--- src/rtl/uart_tx_arbiter_pkg.sv ---
// Shared types and helpers for the uart_tx_arbiter slice: FSM state encoding,
// requester limit and index-width helper.
package uart_arb_pkg;

    typedef enum logic [1:0] {
        IDLE,
        ISSUE,
        WAIT_START,
        WAIT_DONE
    } arb_state_e;

    localparam int unsigned ARB_MAX_REQ = 4;

    // Width of a requester index; never narrower than one bit.
    function automatic int unsigned idx_w(input int unsigned n);
        return (n <= 2) ? 1 : $clog2(n);
    endfunction

endpackage

--- src/rtl/uart_tx_arbiter_if.sv ---
// Requester byte streams plus the uart transmit handshake and arbiter status.
// slave = arbiter side, master = requesters/uart/observer side.
interface uart_tx_arbiter_if #(
    parameter int unsigned NREQ = 2
);
    import uart_arb_pkg::*;

    localparam int unsigned IW = idx_w(NREQ);

    logic [NREQ-1:0]   req_valid;
    logic [8*NREQ-1:0] req_data;
    logic [NREQ-1:0]   req_last;
    logic [NREQ-1:0]   req_ready;
    logic              uart_transmit;
    logic [7:0]        uart_tx_byte;
    logic              uart_is_transmitting;
    logic [IW-1:0]     grant_id;
    logic              locked;
    logic              busy;

    modport slave (
        input  req_valid,
        input  req_data,
        input  req_last,
        input  uart_is_transmitting,
        output req_ready,
        output uart_transmit,
        output uart_tx_byte,
        output grant_id,
        output locked,
        output busy
    );

    modport master (
        output req_valid,
        output req_data,
        output req_last,
        output uart_is_transmitting,
        input  req_ready,
        input  uart_transmit,
        input  uart_tx_byte,
        input  grant_id,
        input  locked,
        input  busy
    );

endinterface

--- src/rtl/uart_tx_arbiter_rr_pick.sv ---
// Combinational round-robin picker: first set request strictly after ptr,
// wrapping, returned as one-hot grant plus binary index.
module rr_pick
    import uart_arb_pkg::*;
#(
    parameter int unsigned NREQ = 2,
    parameter int unsigned IW   = idx_w(NREQ)
) (
    input  logic [NREQ-1:0] req,
    input  logic [IW-1:0]   ptr,
    output logic [NREQ-1:0] gnt,
    output logic [IW-1:0]   idx,
    output logic            any
);

    always_comb begin
        gnt = '0;
        idx = '0;
        any = 1'b0;
        for (int unsigned k = 1; k <= NREQ; k++) begin
            if (!any && req[(32'(ptr) + k) % NREQ]) begin
                any = 1'b1;
                idx = IW'((32'(ptr) + k) % NREQ);
                gnt[(32'(ptr) + k) % NREQ] = 1'b1;
            end
        end
    end

endmodule

--- src/rtl/uart_tx_arbiter.sv ---
// Round-robin arbiter sharing one uart transmitter between NREQ byte streams,
// with frame locking. Optional lock timeout: define UART_ARB_LOCK_TIMEOUT_EN.
module uart_tx_arbiter
    import uart_arb_pkg::*;
#(
    parameter int unsigned NREQ         = 2,
    parameter int unsigned LOCK_TIMEOUT = 1024
) (
    input  logic             clk,
    input  logic             rst,
    uart_tx_arbiter_if.slave bus
);

    localparam int unsigned IW = idx_w(NREQ);

    if (NREQ < 2 || NREQ > ARB_MAX_REQ || LOCK_TIMEOUT < 1 || LOCK_TIMEOUT > 65535) begin : g_bad_cfg
        $error("uart_tx_arbiter: parameter out of range");
    end

    arb_state_e    state_q, state_d;
    logic [IW-1:0] rr_ptr_q, rr_ptr_d;
    logic [IW-1:0] lock_id_q, lock_id_d;
    logic [IW-1:0] grant_id_q, grant_id_d;
    logic          locked_q, locked_d;
    logic [7:0]    tx_byte_q, tx_byte_d;

    logic [NREQ-1:0] eligible;
    logic [NREQ-1:0] pick_gnt;
    logic [IW-1:0]   pick_idx;
    logic            pick_any;
    logic            accept;
    logic            transmit;
    logic            to_expire;

    // While locked only the lock owner may compete; the picker stays lock-agnostic.
    always_comb begin
        eligible = bus.req_valid;
        if (locked_q) begin
            eligible            = '0;
            eligible[lock_id_q] = bus.req_valid[lock_id_q];
        end
    end

    rr_pick #(
        .NREQ (NREQ),
        .IW   (IW)
    ) u_rr_pick (
        .req (eligible),
        .ptr (rr_ptr_q),
        .gnt (pick_gnt),
        .idx (pick_idx),
        .any (pick_any)
    );

    always_comb begin
        accept   = (state_q == IDLE) && pick_any && !rst;
        transmit = (state_q == ISSUE) && !bus.uart_is_transmitting && !rst;
    end

`ifdef UART_ARB_LOCK_TIMEOUT_EN
    logic [15:0] to_cnt_q, to_cnt_d;

    // Counts consecutive stalled IDLE cycles; expiry drops the lock on the next edge.
    always_comb begin
        to_cnt_d  = '0;
        to_expire = 1'b0;
        if (state_q == IDLE && locked_q && !bus.req_valid[lock_id_q]) begin
            if (32'(to_cnt_q) + 32'd1 >= LOCK_TIMEOUT) begin
                to_expire = 1'b1;
            end else begin
                to_cnt_d = to_cnt_q + 16'd1;
            end
        end
    end

    always_ff @(posedge clk) begin
        if (rst) begin
            to_cnt_q <= '0;
        end else begin
            to_cnt_q <= to_cnt_d;
        end
    end
`else
    always_comb begin
        to_expire = 1'b0;
    end
`endif

    always_comb begin
        state_d    = state_q;
        rr_ptr_d   = rr_ptr_q;
        lock_id_d  = lock_id_q;
        grant_id_d = grant_id_q;
        locked_d   = locked_q;
        tx_byte_d  = tx_byte_q;
        unique case (state_q)
            IDLE: begin
                if (accept) begin
                    state_d    = ISSUE;
                    tx_byte_d  = bus.req_data[8*pick_idx +: 8];
                    grant_id_d = pick_idx;
                    rr_ptr_d   = pick_idx;
                    if (bus.req_last[pick_idx]) begin
                        locked_d = 1'b0;
                    end else begin
                        locked_d  = 1'b1;
                        lock_id_d = pick_idx;
                    end
                end else if (to_expire) begin
                    locked_d = 1'b0;
                end
            end
            ISSUE: begin
                if (transmit) begin
                    state_d = WAIT_START;
                end
            end
            WAIT_START: begin
                if (bus.uart_is_transmitting) begin
                    state_d = WAIT_DONE;
                end
            end
            WAIT_DONE: begin
                if (!bus.uart_is_transmitting) begin
                    state_d = IDLE;
                end
            end
            default: state_d = IDLE;
        endcase
    end

    always_ff @(posedge clk) begin
        if (rst) begin
            state_q    <= IDLE;
            rr_ptr_q   <= IW'(NREQ - 1);
            lock_id_q  <= '0;
            grant_id_q <= '0;
            locked_q   <= 1'b0;
            tx_byte_q  <= '0;
        end else begin
            state_q    <= state_d;
            rr_ptr_q   <= rr_ptr_d;
            lock_id_q  <= lock_id_d;
            grant_id_q <= grant_id_d;
            locked_q   <= locked_d;
            tx_byte_q  <= tx_byte_d;
        end
    end

    always_comb begin
        bus.req_ready     = accept ? pick_gnt : '0;
        bus.uart_transmit = transmit;
        bus.uart_tx_byte  = tx_byte_q;
        bus.grant_id      = grant_id_q;
        bus.locked        = locked_q;
        bus.busy          = (state_q != IDLE);
    end

endmodule

--- src/flat_wrapper.sv ---
// flat-port wrapper written by rule: the top's interface ports become plain ports
module uart_tx_arbiter_flat import uart_arb_pkg::*;
#(
    parameter int unsigned NREQ         = 2,
    parameter int unsigned LOCK_TIMEOUT = 1024
)
  (clk, rst, bus_req_valid, bus_req_data, bus_req_last, bus_uart_is_transmitting, bus_req_ready, bus_uart_transmit, bus_uart_tx_byte, bus_grant_id, bus_locked, bus_busy);
  uart_tx_arbiter_if #(.NREQ(NREQ)) bus_i ();
  input  logic clk;
  input  logic rst;
  input wire logic [$bits(bus_i.req_valid)-1:0] bus_req_valid;
  input wire logic [$bits(bus_i.req_data)-1:0] bus_req_data;
  input wire logic [$bits(bus_i.req_last)-1:0] bus_req_last;
  input wire logic [$bits(bus_i.uart_is_transmitting)-1:0] bus_uart_is_transmitting;
  output wire logic [$bits(bus_i.req_ready)-1:0] bus_req_ready;
  output wire logic [$bits(bus_i.uart_transmit)-1:0] bus_uart_transmit;
  output wire logic [$bits(bus_i.uart_tx_byte)-1:0] bus_uart_tx_byte;
  output wire logic [$bits(bus_i.grant_id)-1:0] bus_grant_id;
  output wire logic [$bits(bus_i.locked)-1:0] bus_locked;
  output wire logic [$bits(bus_i.busy)-1:0] bus_busy;
  assign bus_i.req_valid = bus_req_valid;
  assign bus_i.req_data = bus_req_data;
  assign bus_i.req_last = bus_req_last;
  assign bus_i.uart_is_transmitting = bus_uart_is_transmitting;
  assign bus_req_ready = bus_i.req_ready;
  assign bus_uart_transmit = bus_i.uart_transmit;
  assign bus_uart_tx_byte = bus_i.uart_tx_byte;
  assign bus_grant_id = bus_i.grant_id;
  assign bus_locked = bus_i.locked;
  assign bus_busy = bus_i.busy;
  uart_tx_arbiter #(.NREQ(NREQ), .LOCK_TIMEOUT(LOCK_TIMEOUT)) u_core (.clk(clk), .rst(rst), .bus(bus_i));
endmodule
--- config.mk ---
export PLATFORM = sky130hd
export DESIGN_NAME = uart_tx_arbiter_flat
export DESIGN_NICKNAME = d
export VERILOG_FILES = /design/src/rtl/uart_tx_arbiter_pkg.sv /design/src/rtl/uart_tx_arbiter_if.sv /design/src/rtl/uart_tx_arbiter_rr_pick.sv /design/src/rtl/uart_tx_arbiter.sv /design/src/flat_wrapper.sv
export SDC_FILE = /design/constraint.sdc
export NUM_CORES = 1
export LEC_CHECK = 0
export BUFFER_PORTS_ARGS = -buffer_cell sky130_fd_sc_hd__buf_2
export CAP_MARGIN = 20
export CORE_MARGIN = 1
export CORE_UTILIZATION = 35
export DETAILED_ROUTE_END_ITERATION = 7
export MAX_ROUTING_LAYER = met4
export PLACE_DENSITY_LB_ADDON = 0.25
export SYNTH_ARGS = -nofsm -noshare
export SYNTH_HDL_FRONTEND = slang
export SYNTH_SLANG_ARGS = --single-unit
--- constraint.sdc ---
create_clock -name clk -period 4.6 [get_ports clk]
set_input_delay 0.23 -clock clk [delete_from_list [all_inputs] [get_ports clk]]
set_output_delay 0.23 -clock clk [all_outputs]
set_load 0.005 [all_outputs]
Word level (Yosys, flattened, before mapping)
Cells that the tools add are included.

word-level totals
  flip-flop bits (word level) = 14
  bits in latches = 0
  bits in writable memories = 0
  bits in read-only memories = 0
  bits of input ports = 23
  output and inout bits = 14
  word-level logic and storage cells = 70
  memories = 0

operators by class
  $add $sub $neg = 2
  multipliers = 0
  div/mod/pow operators = 0
  order comparisons = 7
  eq/ne operators = 7
  shifts and indexed selects = 1
  multiplexer cells = 28
  bitwise logic cells = 3
  reductions and logical operators = 16

operator list
  operator                                                               count
  1-bit 2-to-1 mux                                                       16
  2-bit 2-to-1 mux                                                       8
  16-bit by 5-bit variable part select with 8-bit output                 1
  1-bit logical AND                                                      8
  1-bit by 2-bit < comparator with 1-bit output, second input constant   4
  2-bit case mux with 4 select lines                                     1
  2-bit != test, second input constant                                   3
  2-bit equality test, second input constant                             2
  4-bit AND reduction                                                    1
  1-bit demux with 1-bit select                                          3
  1-bit greater-or-equal comparator, second input constant               3
  1-bit logical NOT                                                      3
  3-bit AND reduction                                                    1
  1-bit adder, second input constant                                     2
  2-bit AND                                                              1
  2-bit by 1-bit equality test with 1-bit output, second input constant  1
  2-bit logical NOT                                                      1
  2-bit by 1-bit != test with 1-bit output, second input constant        1
  2-bit bitwise OR                                                       1
  2-bit AND reduction                                                    1
  2-bit nonzero test                                                     1
  1-bit NOT                                                              1

Depth between registers and ports, before layout
  depth in word-level cells = 16
  depth in mapped cells = 7
  mapped depth without buffers = 6

By module
A second synthesis with hierarchy kept.

second synthesis, totals
  cell total of the unflattened synthesis = 86
  area total of the unflattened synthesis = 868.3 µm²

modules (own cells, without submodules)
  module           instances  cells each  area each (µm²)  sequential area each (µm²)
  uart_tx_arbiter  1          81          835.8            280.3
  rr_pick          1          5           32.5             0.0

Worst setup path before layout
OpenSTA, ideal clock, no wires.

  kind = register to output
  start = register u_core.state_q[0]
  end = output port bus_req_ready[0]
  arrival = 1318 ps
  data required time = 4370 ps
  setup slack = 3052 ps
  stages on the path, launching flop included = 7
  path buffers = 1
  path through = dfxtp_1 -> inv_1 -> ha_1 -> inv_1 -> a211o_1 -> buf_6 -> nor3b_1

on the way
  word-level cells in the longest chain between the ends = 4

RTL lines
  what                             line                    RTL
  start: declaration               uart_tx_arbiter.sv:20   arb_state_e state_q, state_d;
  start signal: assignment         uart_tx_arbiter.sv:141  state_q <= state_d;
  2-bit logical NOT                uart_tx_arbiter.sv:56   accept = (state_q == IDLE) && pick_any && !rst;
  1-bit logical AND (2 in series)  uart_tx_arbiter.sv:56
  2-bit 2-to-1 mux                 uart_tx_arbiter.sv:151  bus.req_ready = accept ? pick_gnt : '0;
  end: declaration                 flat_wrapper.sv:15      output wire logic [$bits(bus_i.req_ready)-1:0] bus_req_ready;

Every way passes these cells.

Worst setup path in the final report
  start = register u_core.state_q[1]
  end = output port bus_req_ready[1]

The elaborated chain is that of the path after synthesis.

==> impl_summary.log <==
INFO  metric routed_wl = between 1500 and 2000 µm
INFO  metric cts_hold_repair.buffers = 0
INFO  metric cp_data_required_time = 4.37 ns
INFO  metric pin_count = 37
INFO  metric num_rows = 16
INFO  metric top_routing_layer_used = met3
INFO  metric maxCapViolCount = 0
INFO  metric status = complete, no violations
INFO  metric peak_freq = about 0.48 GHz
INFO  metric setup_violations = 0
INFO  metric met3RoutedLength = 136 µm
INFO  metric synth-main-ff-cell = sky130_fd_sc_hd__dfxtp_1
INFO  metric p_sw_frac = 0.414
INFO  metric avgRoutedWirePerCell = ~12 µm
INFO  metric htree_num_levels = 1
INFO  metric synth.cell_area = a little under 800 µm²
INFO  metric start_kind = register
INFO  metric routabilityCongestion = 0.766
INFO  metric clock-root-buffer = sky130_fd_sc_hd__clkbuf_4
INFO  metric cts-buffers-inserted = 3
INFO  metric place_area = between 900 and 1000 µm²
INFO  metric drt_pre_antenna_iters = 3
INFO  metric drive_above_1_share = 0.374
INFO  metric commonest_cells_in_the_synthesized_netlist = 14 x sky130_fd_sc_hd__dfxtp_1, 11 x sky130_fd_sc_hd__nor2_1, 8 x sky130_fd_sc_hd__a221oi_1, 8 x sky130_fd_sc_hd__nor3_1, 6 x sky130_fd_sc_hd__inv_1
INFO  metric cts.repair.resized = 0
INFO  metric critPathTopFamily = compound AO/OA/AOI/OAI gates
INFO  metric timing.reg2reg.worst_path_depth = 6
INFO  metric die_w = 49.3 µm
INFO  metric synth_async_sr_flop_share = 0
INFO  metric timing.critical_path.depth = 6
INFO  metric cts_clk_pin_slew_worst_paths = about 0.090 ns
INFO  metric synth_most_common_cell = sky130_fd_sc_hd__dfxtp_1
INFO  metric met2WireLength = 845 µm
INFO  metric critical_path.max_stage_delay = between 0.4 and 0.5 ns
INFO  metric path_class = reg2out
INFO  metric area_of_combinational_cells_with_multiple_inputs = ~450 µm²
INFO  metric synth_area_per_cell = 8.90 µm²
INFO  metric path_buf_inv = 3
INFO  metric grt.total_usage = 0.175
INFO  metric synthesis.yosys.warnings = 0
INFO  metric drc_errors = 0
INFO  metric initial_utilization = 0.384
INFO  metric power.ir.vdd_worst = 247 µV
INFO  metric syn_to_final_growth = 28.4%
INFO  metric post_synthesis_sequential_area_ratio = 0.358
INFO  metric dieHeight = around 49 µm
INFO  metric gr_ovfl_total = 0
INFO  metric whs_path_depth = 3
INFO  metric synth_enable_flop_cells = 0
INFO  metric antenna_left = 0
INFO  metric worst_path_most_repeated_cell = sky130_fd_sc_hd__inv_1
INFO  metric skew = ~0.0027 ns
INFO  metric final-seq-area = between 200 and 300 µm²
INFO  metric class_of_the_tightest_hold_or_removal_check = in2reg
INFO  metric die-area = between 2000 and 2500 µm²
INFO  metric cts_buffer_depth = 2
INFO  metric fin_crit_sh = 0.454
INFO  metric wirelength_met1 = between 800 and 900 µm
INFO  metric vias = a little over 800
INFO  metric fill_cells = 225
INFO  metric synthDominantAreaCellType = sky130_fd_sc_hd__dfxtp_1
INFO  metric mean_number_of_vias_per_cell = ~5.4
INFO  metric post_synth_num_cell_types = 33
INFO  metric ys_seq_elements = 14
INFO  metric rsz0062_at_grt = no
INFO  metric synth_nets = between 100 and 150
INFO  metric tightest_slew = a little over 0.7 ns
INFO  metric comb_power_share = 0.508
INFO  metric yosysTopAreaCellShare = 0.358
INFO  metric postCtsSetupBuffers = 0
INFO  metric hpwlAfterDp = 1360 µm
INFO  metric sinks_on_clock_net = 14
INFO  metric preCtsSetupSlack = roughly 2.8 ns
INFO  metric p_switching = around 0.00025 W
INFO  metric setup-tns-final = 0 ns
INFO  metric final_period_minus_worst_setup_slack = about 2.1 ns
INFO  metric io_buffer_count = 36
INFO  metric timing_max_transition_violations_final = 0
INFO  metric via_count_of_the_first_global_routing_pass = 745
INFO  metric critical_path_slowest_stage_cell = sky130_fd_sc_hd__a211o_1
INFO  metric power_frac_clock = 0.150
INFO  metric crit_path_cell_trace = inv_1 -> ha_1 -> inv_1 -> a211o_1 -> nor3b_2 -> buf_2
INFO  metric syn_inst = 88
INFO  metric total_internal_power = about 0.00035 W
INFO  metric final_hold_slack = 0.215 ns
INFO  metric number_of_antenna_violations_at_the_first_check_in_global_routing = 0
INFO  metric power = 0.000603 W
INFO  metric timing.critical_path.arrival = ~1.9 ns
INFO  metric largest_net_degree_at_the_start_of_global_routing = 21
INFO  metric finalHoldViolCount = 0
INFO  metric grt_pass1_wl = 3230 µm
INFO  metric cp-end-kind = output pin
INFO  metric post_synth_main_area_contributors = sky130_fd_sc_hd__dfxtp_1 36%, sky130_fd_sc_hd__a221oi_1 8.9%, sky130_fd_sc_hd__ha_1 8.0%, sky130_fd_sc_hd__nor2_1 5.3%, sky130_fd_sc_hd__nor3_1 5.1%
INFO  metric design.core.area = 2040 µm²
INFO  metric finalNetCount = 152
INFO  metric p_leak = between 0.4 and 0.5 nW
INFO  metric post_route_cell_area = around 1000 µm²
INFO  metric cts_tree = yes
INFO  metric drt-initial-drc-count = 12
INFO  metric postLayoutSetupSlackWorst = around 2.5 ns
INFO  metric seqPwrFrac = 0.342
INFO  metric power.density_cell_area = roughly 600 nW/µm²
INFO  metric cp_max_fo = 14
INFO  metric insertedDiodeCount = 0
INFO  metric clk_latency = 0.29 ns
INFO  metric relSlewSlack = 0.527
[cells in the final DEF, fill, tap and decap left out, types with 2 or more instances in the layout]
cell,Yosys,final
sky130_fd_sc_hd__buf_2,1,36
sky130_fd_sc_hd__dfxtp_1,14,14
sky130_fd_sc_hd__nor2_1,11,11
sky130_fd_sc_hd__a221oi_1,8,8
sky130_fd_sc_hd__nor3_1,8,8
sky130_fd_sc_hd__inv_1,6,6
sky130_fd_sc_hd__ha_1,5,5
sky130_fd_sc_hd__a21oi_1,3,3
sky130_fd_sc_hd__nand2_1,3,3
sky130_fd_sc_hd__clkbuf_4,0,3
sky130_fd_sc_hd__a221oi_2,2,2
sky130_fd_sc_hd__nor3b_1,2,2
sky130_fd_sc_hd__nand3b_1,2,2
[state kept, by name (all words and copies together) (netlist names)]
signal / count
u_core.bus.grant_id: 1
u_core.bus.locked: 1
u_core.bus.uart_tx_byte: 8
u_core.lock_id_q: 1
u_core.rr_ptr_q: 1
u_core.state_q: 2
[power by group through the flow]
stage / registers [W] / clock network [W] / logic (W)
global placement: 0.000207 / 0 / 0.000304
CTS: 0.000207 / 0.0000915 / 0.000309
global route: 0.000213 / 0.0000980 / 0.000355
detailed placement: 0.000208 / 0 / 0.000307
floorplan: 0.000204 / 0 / 0.000226
finish: 0.000206 / 0.0000906 / 0.000306
[per-layer routing]
metal / vias to the layer above / track usage
met5: - / -
met4: 0 / 0.0343
met3: 0 / 0.0623
met2: 27 / 0.281
met1: 380 / 0.210
li1: 398 / -
[cell type report]
type | instances | share of cell area
Clock buffer | 4 | 0.0361
Inverter | 6 | 0.0224
Multi-Input combinational cell | 63 | 0.450
Sequential cell | 14 | 0.279
Tap cell | 27 | 0.0336
Timing Repair Buffer | 36 | 0.179
[kinds of logic (layout without fill, tap and decap cells)]
group,count (synthesis),count (layout),synth area share
mux,2,2,0.0272
compound gates,22,22,0.243
simple gates,34,34,0.228
buf+inv,11,46,0.0639
fa+ha+maj,5,5,0.0799
flops,14,14,0.358
[per-stage QoR]
| stage | std cells | util |
|---|---|---|
| 5_1_grt | 150 | 0.493 |
| 3_5_place_dp | 146 | 0.475 |
| 2_1_floorplan | 88 | - |
| 4_1_cts | 150 | 0.493 |
| 3_3_place_gp | 146 | 0.475 |
| 6_report | 150 | 0.493 |
[worst min-delay path: cells and delay by family]
kind / cells / cell delay, ns
AOI/OAI and AO/OA: 1 / 0.11
buffers and inverters: 2 / 0.11
[worst paths after layout]
path	from	endpoint	slack [ns]
min reg2reg	u_core.bus.grant_id	u_core.bus.grant_id	0.47
max reg2reg	u_core.state_q[1]	u_core.bus.grant_id	2.88
min	bus_req_last[1]	u_core.lock_id_q	0.22
max	u_core.state_q[1]	bus_req_ready[1]	2.51
No activity file was read; power rests on OpenSTA's default activity.
